<file path="config.mk">
export PLATFORM = sky130hd
export DESIGN_NAME = multicycle_controller
export DESIGN_NICKNAME = d
export VERILOG_FILES = /design/src/rtl/riscv_ctrl_pkg.sv /design/src/rtl/alu_decoder.sv /design/src/rtl/multicycle_controller.sv
export SDC_FILE = /design/constraint.sdc
export NUM_CORES = 1
export LEC_CHECK = 0
export ABC_CLOCK_PERIOD_IN_PS = 2300
export CAP_MARGIN = 10
export CORE_UTILIZATION = 45
export DETAILED_ROUTE_END_ITERATION = 10
export PLACE_DENSITY = 0.91
export REMOVE_ABC_BUFFERS = 1
export SETUP_SLACK_MARGIN = 0.4
export SYNTH_ARGS = -nofsm -noshare
export SYNTH_HDL_FRONTEND = slang
export SYNTH_SLANG_ARGS = --single-unit
</file>
<file path="constraint.sdc">
create_clock -name clk -period 2.3 [get_ports clk]
set_input_delay 0.23 -clock clk [delete_from_list [all_inputs] [get_ports clk]]
set_output_delay 0.23 -clock clk [all_outputs]
set_load 0.01 [all_outputs]
</file>
<file path="src/rtl/riscv_ctrl_pkg.sv">
// rtl/riscv_ctrl_pkg.sv - shared states, opcodes and datapath select encodings for the multicycle controller
package riscv_ctrl_pkg;

    typedef enum logic [3:0] {
        FETCH    = 4'd0,
        DECODE   = 4'd1,
        MEMADR   = 4'd2,
        MEMREAD  = 4'd3,
        MEMWB    = 4'd4,
        MEMWRITE = 4'd5,
        EXECR    = 4'd6,
        EXECI    = 4'd7,
        ALUWB    = 4'd8,
        JAL      = 4'd9,
        BEQ      = 4'd10
    } state_t;

    typedef enum logic [1:0] {
        ALUOP_ADD   = 2'b00,
        ALUOP_SUB   = 2'b01,
        ALUOP_FUNCT = 2'b10
    } alu_op_t;

    localparam logic [6:0] OP_LW    = 7'b0000011;
    localparam logic [6:0] OP_SW    = 7'b0100011;
    localparam logic [6:0] OP_RTYPE = 7'b0110011;
    localparam logic [6:0] OP_IALU  = 7'b0010011;
    localparam logic [6:0] OP_BEQ   = 7'b1100011;
    localparam logic [6:0] OP_JAL   = 7'b1101111;

    localparam logic [2:0] ALU_ADD = 3'b000;
    localparam logic [2:0] ALU_SUB = 3'b001;
    localparam logic [2:0] ALU_AND = 3'b010;
    localparam logic [2:0] ALU_OR  = 3'b011;
    localparam logic [2:0] ALU_SLT = 3'b101;

    localparam logic [1:0] RES_ALUOUT    = 2'b00;
    localparam logic [1:0] RES_DATA      = 2'b01;
    localparam logic [1:0] RES_ALURESULT = 2'b10;

    localparam logic [1:0] SRCA_PC    = 2'b00;
    localparam logic [1:0] SRCA_OLDPC = 2'b01;
    localparam logic [1:0] SRCA_RS1   = 2'b10;

    localparam logic [1:0] SRCB_RS2  = 2'b00;
    localparam logic [1:0] SRCB_IMM  = 2'b01;
    localparam logic [1:0] SRCB_FOUR = 2'b10;

    localparam logic [1:0] IMM_I = 2'b00;
    localparam logic [1:0] IMM_S = 2'b01;
    localparam logic [1:0] IMM_B = 2'b10;
    localparam logic [1:0] IMM_J = 2'b11;

    // Immediate format depends only on the opcode, never on the state.
    function automatic logic [1:0] imm_src_of(input logic [6:0] op);
        case (op)
            OP_SW:   return IMM_S;
            OP_BEQ:  return IMM_B;
            OP_JAL:  return IMM_J;
            default: return IMM_I;
        endcase
    endfunction

endpackage

</file>
<file path="src/rtl/alu_decoder.sv">
// rtl/alu_decoder.sv - maps ALUOp and instruction function fields to the ALU operation
module alu_decoder
    import riscv_ctrl_pkg::*;
(
    input  alu_op_t    alu_op,
    input  logic [2:0] funct3,
    input  logic       op5,
    input  logic       funct7b5,
    output logic [2:0] alu_control
);

    always_comb begin
        alu_control = ALU_ADD;
        case (alu_op)
            ALUOP_SUB: alu_control = ALU_SUB;
            ALUOP_FUNCT: begin
                case (funct3)
                    // Only R-type (op[5] set) can request sub; addi ignores funct7b5.
                    3'b000:  alu_control = (op5 && funct7b5) ? ALU_SUB : ALU_ADD;
                    3'b010:  alu_control = ALU_SLT;
                    3'b110:  alu_control = ALU_OR;
                    3'b111:  alu_control = ALU_AND;
                    default: alu_control = ALU_ADD;
                endcase
            end
            default: alu_control = ALU_ADD;
        endcase
    end

endmodule

</file>
<file path="src/rtl/multicycle_controller.sv">
// rtl/multicycle_controller.sv - control FSM sequencing one RV32I instruction over the multicycle datapath
module multicycle_controller
    import riscv_ctrl_pkg::*;
(
    input  logic       clk,
    input  logic       reset,
    input  logic [6:0] op,
    input  logic [2:0] funct3,
    input  logic       funct7b5,
    input  logic       Zero,
    input  logic       MemReady,
    output logic       PCWrite,
    output logic       AdrSrc,
    output logic       MemWrite,
    output logic       IRWrite,
    output logic [1:0] ResultSrc,
    output logic [1:0] ALUSrcA,
    output logic [1:0] ALUSrcB,
    output logic [1:0] ImmSrc,
    output logic [2:0] ALUControl,
    output logic       RegWrite,
    output logic       IllegalOp
);

    state_t     state_q, state_d;
    alu_op_t    alu_op;
    logic       pc_update, branch, ir_write, mem_write, reg_write, illegal;
    logic       adr_src;
    logic [1:0] result_src, alu_src_a, alu_src_b;

    always_ff @(posedge clk) begin
        if (reset) state_q <= FETCH;
        else       state_q <= state_d;
    end

    always_comb begin
        state_d    = state_q;
        pc_update  = 1'b0;
        branch     = 1'b0;
        ir_write   = 1'b0;
        mem_write  = 1'b0;
        reg_write  = 1'b0;
        illegal    = 1'b0;
        adr_src    = 1'b0;
        result_src = RES_ALUOUT;
        alu_src_a  = SRCA_PC;
        alu_src_b  = SRCB_RS2;
        alu_op     = ALUOP_ADD;
        case (state_q)
            FETCH: begin
                alu_src_b  = SRCB_FOUR;
                result_src = RES_ALURESULT;
                ir_write   = MemReady;
                pc_update  = MemReady;
                if (MemReady) state_d = DECODE;
            end
            DECODE: begin
                // Branch target PC+imm lands in ALUOut for BEQ to use.
                alu_src_a = SRCA_OLDPC;
                alu_src_b = SRCB_IMM;
                case (op)
                    OP_LW, OP_SW: state_d = MEMADR;
                    OP_RTYPE:     state_d = EXECR;
                    OP_IALU:      state_d = EXECI;
                    OP_JAL:       state_d = JAL;
                    OP_BEQ:       state_d = BEQ;
                    default: begin
                        illegal = 1'b1;
                        state_d = FETCH;
                    end
                endcase
            end
            MEMADR: begin
                alu_src_a = SRCA_RS1;
                alu_src_b = SRCB_IMM;
                if (op == OP_LW)      state_d = MEMREAD;
                else if (op == OP_SW) state_d = MEMWRITE;
                else                  state_d = FETCH;
            end
            MEMREAD: begin
                adr_src = 1'b1;
                if (MemReady) state_d = MEMWB;
            end
            MEMWB: begin
                result_src = RES_DATA;
                reg_write  = 1'b1;
                state_d    = FETCH;
            end
            MEMWRITE: begin
                adr_src   = 1'b1;
                mem_write = 1'b1;
                if (MemReady) state_d = FETCH;
            end
            EXECR: begin
                alu_src_a = SRCA_RS1;
                alu_src_b = SRCB_RS2;
                alu_op    = ALUOP_FUNCT;
                state_d   = ALUWB;
            end
            EXECI: begin
                alu_src_a = SRCA_RS1;
                alu_src_b = SRCB_IMM;
                alu_op    = ALUOP_FUNCT;
                state_d   = ALUWB;
            end
            ALUWB: begin
                reg_write = 1'b1;
                state_d   = FETCH;
            end
            JAL: begin
                // PC takes the target held in ALUOut while the ALU forms OldPC+4 for the link.
                alu_src_a = SRCA_OLDPC;
                alu_src_b = SRCB_FOUR;
                pc_update = 1'b1;
                state_d   = ALUWB;
            end
            BEQ: begin
                alu_src_a = SRCA_RS1;
                alu_src_b = SRCB_RS2;
                alu_op    = ALUOP_SUB;
                branch    = 1'b1;
                state_d   = FETCH;
            end
            default: state_d = FETCH;
        endcase
    end

    alu_decoder u_alu_decoder (
        .alu_op      (alu_op),
        .funct3      (funct3),
        .op5         (op[5]),
        .funct7b5    (funct7b5),
        .alu_control (ALUControl)
    );

    // Every write enable is suppressed while reset is sampled so an abandoned instruction commits nothing.
    assign PCWrite   = ~reset & (pc_update | (branch & Zero));
    assign IRWrite   = ~reset & ir_write;
    assign MemWrite  = ~reset & mem_write;
    assign RegWrite  = ~reset & reg_write;
    assign IllegalOp = ~reset & illegal;
    assign AdrSrc    = adr_src;
    assign ResultSrc = result_src;
    assign ALUSrcA   = alu_src_a;
    assign ALUSrcB   = alu_src_b;
    assign ImmSrc    = imm_src_of(op);

endmodule

</file>
==> results.py, run 1 <==
metrics = {
    "global_route": {
        "grt_pass1_wl_mm": 3.864,
        "grt_usage_pct": 27.96,
        "grt_max_degree": 21,
        "antenna_found_initial": 0,
        "grt_overflow": 0,
        "grt_pass1_vias": 880,
    },
    "route": {
        "vias_per_cell": 6.184,
        "first_iter_violations": 29,
        "ant_nets": 0,
        "post_drt_wl_per_cell_microns": 15.84,
        "drc": 0,
        "vias": 940,
        "dr.pass1.iters": 4,
        "wirelength_mm": 2.408,
    },
    "cells_and_area": {
        "area.growth.synth_to_final_pct": 49.74,
        "final_nets": 155,
        "final_cells": 152,
        "post_route_cells_drive_above_1_share_pct": 18.38,
        "antennaDiodeCount": 0,
        "largestRegisters": "state_q: 4 flops",
        "largest_register_ffs": 4,
        "n_fill_cell": 127,
        "finalCoreUtilization_pct": 72.17,
        "design_area_sq_um": 1100,
        "top_register": "state_q",
    },
    "timing": {
        "fmax_mhz": 535.9,
        "finalSetupTns_ns": 0,
        "fin_crit_ns": 1.866,
        "final_max_slew_viol_count": 0,
        "worst_slew_pin_slew_ns": 0.3878,
        "rsz0062_at_grt": "yes",
        "fin_worst_skew_ns": 0.004547,
        "setup_viol": 0,
        "period_share_pct": 81.13,
        "final-hold-violation-count": 0,
        "maxSlewHeadroom_pct": 73.48,
    },
    "status": {
        "status": "complete, no violations",
    },
    "worst_setup_path": {
        "max_stage_delay_ns": 0.37,
        "cp-end-kind": "output port",
        "cp-start-kind": "flop",
        "worstSetupPathType": "flop to output port",
        "slowest_stage": "dfxtp_2",
        "crit_fanout": 6,
        "required_ns": 2.07,
        "rrSetupSlack_ns": 0.92,
        "arrival_ns": 1.64,
        "path_cells": "and4bb_2, inv_1, ha_1, nor2b_1, o21ai_0, a21oi_1, clkbuf_2",
    },
    "pwr": {
        "cellLeakagePower_nw": 0.5047,
        "power.total_w": 0.0002787,
        "power.density_nw_per_um2": 253.4,
        "ir_drop_mv": 0.1475,
    },
    "synthesis": {
        "synth_top_area_share_pct": 10.90,
        "synth_commonest_cells": "buf_2 (9), a21oi_1 (8), nor3_1 (8)",
        "synth.most_common_cell": "buf_2",
        "synth_edf_count": 0,
        "synth_area_sq_um": 734.5,
        "synth_seq_area_share_pct": 10.90,
        "avgSynthCellArea_sq_um": 7.272,
        "ys_ff_latch": 4,
        "async_flop_share_pct": 0,
        "ys_types": 38,
        "ys_top_cells_by_area": "dfxtp_1 (11%), buf_2 (6.1%), a21oi_1 (5.5%), nor3_1 (5.5%), nand2b_1 (4.3%)",
        "ys.warnings.count": 0,
        "synth_largest_area_cell": "dfxtp_1",
        "synthCells": 101,
        "ys.flop_type": "dfxtp_1",
    },
    "cts": {
        "cts_sinks": 4,
        "cts_tree": "done",
        "cts_buffer_depth": 2,
        "cts_buffers": 3,
        "cts-root-buf": "clkbuf_4",
        "clk_latency_ns": 0.23,
        "clk_pin_slew_ns": 0.04,
        "htreeDepth": 1,
    },
    "die": {
        "ioPinCount": 32,
        "start_util_pct": 48.19,
        "die_y_microns": 42.40,
        "core_area_sq_um": 1524,
        "dieArea_sq_um": 1798,
        "rows": 14,
        "die_w_microns": 42.40,
    },
    "place": {
        "place_congestion": 0.8562,
        "post_dp_cell_area_sq_um": 1084,
        "place_inst": 148,
        "dpl.hpwl_mm": 1.755,
        "port_buffers": 31,
    },
    "job": {
        "max_cap_viol_count": 0,
    },
    "min_path": {
        "holdCritPathClass": "input port to flop",
    },
}
==> metrics by stage <==
step	worst slack, ns	hold slack [ns]
detailed placement	0.06051	0.6790
CTS	0.2761	0.5894
global route	0.3538	0.5386
finish	0.4340	0.4726
global placement	0.1082	0.6773
floorplan	0.5075	0.3755
==> where the power goes <==
| part | internal [W] | leakage (nW) | switching (W) |
|---|---|---|---|
| registers | 0.0000714 | 0.0335 | 0.00000121 |
| clock network | 0.0000583 | 0.0138 | 0.0000277 |
| logic | 0.0000629 | 0.457 | 0.0000572 |
==> critical path, delay by kind of cell, from the launching register on <==
family          cells  cell delay [ns]
simple gates        2             0.41
compound gates      2             0.25
buf+inv             2             0.22
flops               1             0.37
fa+ha+maj           1             0.16
==> repair_timing <==
action                     CTS  global route
hold buffers                 0             0
buffers inserted             1             0
setup endpoints to repair   15             7
resized for setup           25            11
pin swaps                    0             2
==> cells in the final DEF (no fill, tap or decap), types with 2 or more instances in the layout <==
cell type        instances
dlygate4sd2_1           12
inv_1                    5
clkdlybuf4s50_1         11
o21bai_1                 2
xnor2_1                  3
clkbuf_2                 2
nor4bb_1                 2
buf_2                    2
nor3b_1                  4
buf_4                    8
nor4_1                   3
a211o_1                  2
and4bb_2                 2
a211oi_1                 2
nand2b_1                 5
dfxtp_1                  2
nand2_1                  5
and3b_1                  3
nor2b_1                  5
nor3_1                   8
dfxtp_2                  2
o21ai_0                  4
buf_6                    3
clkbuf_4                 3
nand3_1                  2
nor2_1                   4
a21oi_1                  8
dlymetal6s2s_1           3
ha_1                     2
==> logic make-up (layout without fill, tap and decap cells) <==
logic type               Yosys count  after routing  synth area share [%]
AND/OR/NAND/NOR                   52             52                 49.06
flip-flops                         4              4                 10.90
XOR/XNOR                           3              3                 3.578
AO/OA/AOI/OAI                     25             25                 22.83
adder cells (fa/ha/maj)            2              2                 3.407
buffers and inverters             15             50                 10.22
==> path summary, 6_finish.rpt <==
kind | startpoint | end | depth (start not counted)
worst max register to register | state_q[1] | state_q[0] | 4
worst min-delay path | reset | state_q[2] | 4
worst min register to register | state_q[0] | state_q[1] | 3
worst max-delay path | state_q[2] | ALUControl[0] | 7
==> metal layers <==
layer | up-vias | routed length, microns | global-route usage [%] | part of all wire [%]
met1 | 437 | 1003 | 33.94 | 42
met3 | 6 | 118 | 1.724 | 4.9
li1 | 450 | - | - | -
met4 | 0 | 31 | 15.00 | 1.3
met5 | - | 0 | 0 | 0
met2 | 47 | 1255 | 48.62 | 52
==> final cells by class <==
class                   instances  area (sq um)  area share [%]
clock buffers                   3         22.52           2.048
inverters                       5         18.77           1.706
multi-input cells              82         579.3           52.67
flip-flops and latches          4         82.58           7.509
well taps                      16         20.02           1.820
repair buffers                 42         376.6           34.24
Power figures use the tool's default switching activity.
==> run 2: changes to the inputs <==
--- a/config.mk
+++ b/config.mk
@@ -5,11 +5,11 @@
 export SDC_FILE = /design/constraint.sdc
 export NUM_CORES = 1
 export LEC_CHECK = 0
-export ABC_CLOCK_PERIOD_IN_PS = 2300
+export ABC_CLOCK_PERIOD_IN_PS = 1500
 export CAP_MARGIN = 10
-export CORE_UTILIZATION = 45
+export CORE_UTILIZATION = 37
 export DETAILED_ROUTE_END_ITERATION = 10
-export PLACE_DENSITY = 0.91
+export PLACE_DENSITY = 0.81
 export REMOVE_ABC_BUFFERS = 1
 export SETUP_SLACK_MARGIN = 0.4
 export SYNTH_ARGS = -nofsm -noshare
==> constraint.sdc (replaced) <==
create_clock -name clk -period 1.5 [get_ports clk]
set_input_delay 0.15 -clock clk [delete_from_list [all_inputs] [get_ports clk]]
set_output_delay 0.15 -clock clk [all_outputs]
set_load 0.01 [all_outputs]
==> run 2 against run 1 <==
The flow now finishes with violations (negative setup slack). Total power increased by 96%. Die area increased by 21%. Sequential power increased by 49%. Cell count increased by 28%. Global-route usage increased by 2.4 points. Design area increased by 43%. Clock-buffer cell count unchanged. Setup slack got worse by 0.70 ns. Critical path type is now flop to flop. Largest cell class unchanged. Highest routed layer unchanged.
==> results.py, run 2 (same netlist as run 1, synthesis figures left out) <==
metrics = {
    "cells_and_area": {
        "area.growth.synth_to_final_pct": 114.1,
        "final_cells": 194,
        "largest_register_ffs": 4,
        "antennaDiodeCount": 0,
        "post_route_cells_drive_above_1_share_pct": 61.54,
        "top_register": "state_q",
        "final_nets": 188,
        "largestRegisters": "state_q: 4 flops",
        "finalCoreUtilization_pct": 87.29,
        "final_common_cell": "buf_4",
        "final_cell_mix": "buf_4 (25), buf_2 (18), buf_6 (15), clkdlybuf4s50_1 (6), nand2b_4 (5)",
    },
    "worst_setup_path": {
        "rrSetupSlack_ns": -0.26,
        "path_delay_family": "buffers and inverters",
        "worstSetupPathType": "flop to flop",
        "required_ns": 1.69,
        "crit_fanout": 6,
        "arrival_ns": 1.95,
        "critPathMostFrequentCell": "buf_8",
        "worstRegToRegCells": 7,
        "r2r_end": "state_q[0]",
        "path_cells": "buf_6, buf_12, buf_8, buf_8, nor4bb_1, o2111a_1, a211o_1",
        "cp.depth": 7,
        "slowest_stage": "nor4bb_1",
        "cp-start-kind": "flop",
        "cp-end-kind": "flop",
        "startpoint": "state_q[1]",
        "path_buf_inv": 4,
        "reg2reg_from": "state_q[1]",
        "max_stage_delay_ns": 0.44,
    },
    "pwr": {
        "ir_drop_mv": 0.2778,
        "power.density_nw_per_um2": 347.1,
        "cellLeakagePower_nw": 0.6674,
    },
    "route": {
        "ant_nets": 0,
        "post_drt_wl_per_cell_microns": 21.39,
        "vias_per_cell": 6.216,
        "dr.pass1.iters": 4,
        "drc": 0,
        "vias": 1206,
        "first_iter_violations": 93,
        "wirelength_mm": 4.149,
    },
    "place": {
        "dpl.hpwl_mm": 1.804,
        "place_congestion": 0.8219,
        "port_buffers": 31,
        "post-place-ws_ns": -0.5555,
        "place_inst": 171,
    },
    "cts": {
        "cts_tree": "done",
        "cts_buffers": 3,
        "cts_sinks": 4,
        "cts-hold-fix-buffers": 0,
        "htreeDepth": 1,
        "clk_latency_ns": 0.26,
        "clk_pin_slew_ns": 0.05,
        "cts-root-buf": "clkbuf_4",
        "cts_buffer_depth": 2,
    },
    "timing": {
        "fin_worst_skew_ns": 0.007789,
        "worst_slew_pin_slew_ns": 0.4463,
        "period_share_pct": 117.6,
        "setup_viol": 16,
        "final-hold-violation-count": 0,
        "final_max_slew_viol_count": 0,
        "rsz0062_at_grt": "yes",
        "setup_ws_ns": -0.2634,
        "maxSlewHeadroom_pct": 69.84,
        "fmax_mhz": 567.1,
        "fin_crit_ns": 1.763,
    },
    "min_path": {
        "min_from": "op[6]",
        "hold_depth": 4,
        "whs_endpoint": "state_q[3]",
        "holdCritPathClass": "input port to flop",
    },
    "die": {
        "die_y_microns": 46.56,
        "die_w_microns": 46.56,
        "core_area_sq_um": 1802,
        "ioPinCount": 32,
        "dieArea_sq_um": 2167,
        "start_util_pct": 40.76,
        "rows": 15,
    },
    "global_route": {
        "grt_overflow": 0,
        "grt_pass1_wl_mm": 4.609,
        "grt_max_degree": 16,
        "antenna_found_initial": 0,
        "grt_usage_pct": 30.33,
        "grt_pass1_vias": 999,
    },
    "job": {
        "max_cap_viol_count": 0,
    },
    "status": {
        "status": "finished, violations left",
        "violations": "negative setup slack",
    },
}
==> run 2: report_power, final <==
group | switching (W) | internal, W
sequential | 0.00000367 | 0.000105
combinational | 0.000134 | 0.000149
clock | 0.0000642 | 0.0000909
==> run 2: routing by layer <==
layer | vias to the layer above | wire length (microns) | GRT usage [%]
met5 | - | 0 | 0
met4 | 0 | 105 | 12.94
met3 | 12 | 405 | 5.490
met2 | 87 | 2106 | 53.33
met1 | 588 | 1531 | 35.10
li1 | 519 | - | -
==> run 2: per-stage QoR <==
step / power (W) / hold slack, ns / cell area [sq um] / setup TNS, ns
6_report: 0.0005458 / 0.4841 / 1573 / -1.941
2_1_floorplan: 0.0001919 / 0.2955 / 678.2 / -0.6161
5_1_grt: 0.0005716 / 0.5169 / 1573 / -2.634
4_1_cts: 0.0004856 / 0.4492 / 1353 / -0.7956
3_5_place_dp: 0.0003363 / 0.6985 / 1200 / -4.758
3_3_place_gp: 0.0003292 / 0.6751 / 1200 / -4.290
==> run 2: repair_timing <==
| action | in CTS | in global routing |
|---|---|---|
| buffers inserted | 10 | 7 |
| pin swaps | 14 | 12 |
| gates cloned | 2 | 1 |
| gates resized for setup | 119 | 37 |
| setup endpoints to repair | 21 | 21 |
==> run 2: worst register-to-register path: cells and delay by family, from the launching register on <==
kind                   cells  cell delay (ns)
and+or+nand+nor            1             0.44
buffers and inverters      4             0.49
AOI/OAI and AO/OA          2             0.40
DFF                        1             0.37
==> run 2: layout make-up <==
type	count	area (sq um)
multi-input combinational	82	754.5
tap	25	31.28
sequential	4	92.59
clock buffer	3	22.52
inverter	5	18.77
timing repair buffer	75	653.1
fill	88	229.0
==> run 2: how the worst max path moves through the flow <==
stage	to	slack, ns
after global routing	ALUControl[0]	-0.31
after floorplan	ALUControl[1]	-0.21
final	state_q[0]	-0.26
after CTS	ALUControl[0]	-0.17
after global placement	PCWrite	-0.54
after detailed placement	PCWrite	-0.56
==> run 3: changes to the inputs <==
--- a/config.mk
+++ b/config.mk
@@ -8,6 +8,7 @@
 export ABC_CLOCK_PERIOD_IN_PS = 1500
 export CAP_MARGIN = 10
 export CORE_UTILIZATION = 37
+export CTS_CLUSTER_SIZE = 12
 export DETAILED_ROUTE_END_ITERATION = 10
 export PLACE_DENSITY = 0.81
 export REMOVE_ABC_BUFFERS = 1
==> results of run 3 <==
Final layout, timing and power as in run 2 (identical DEF).
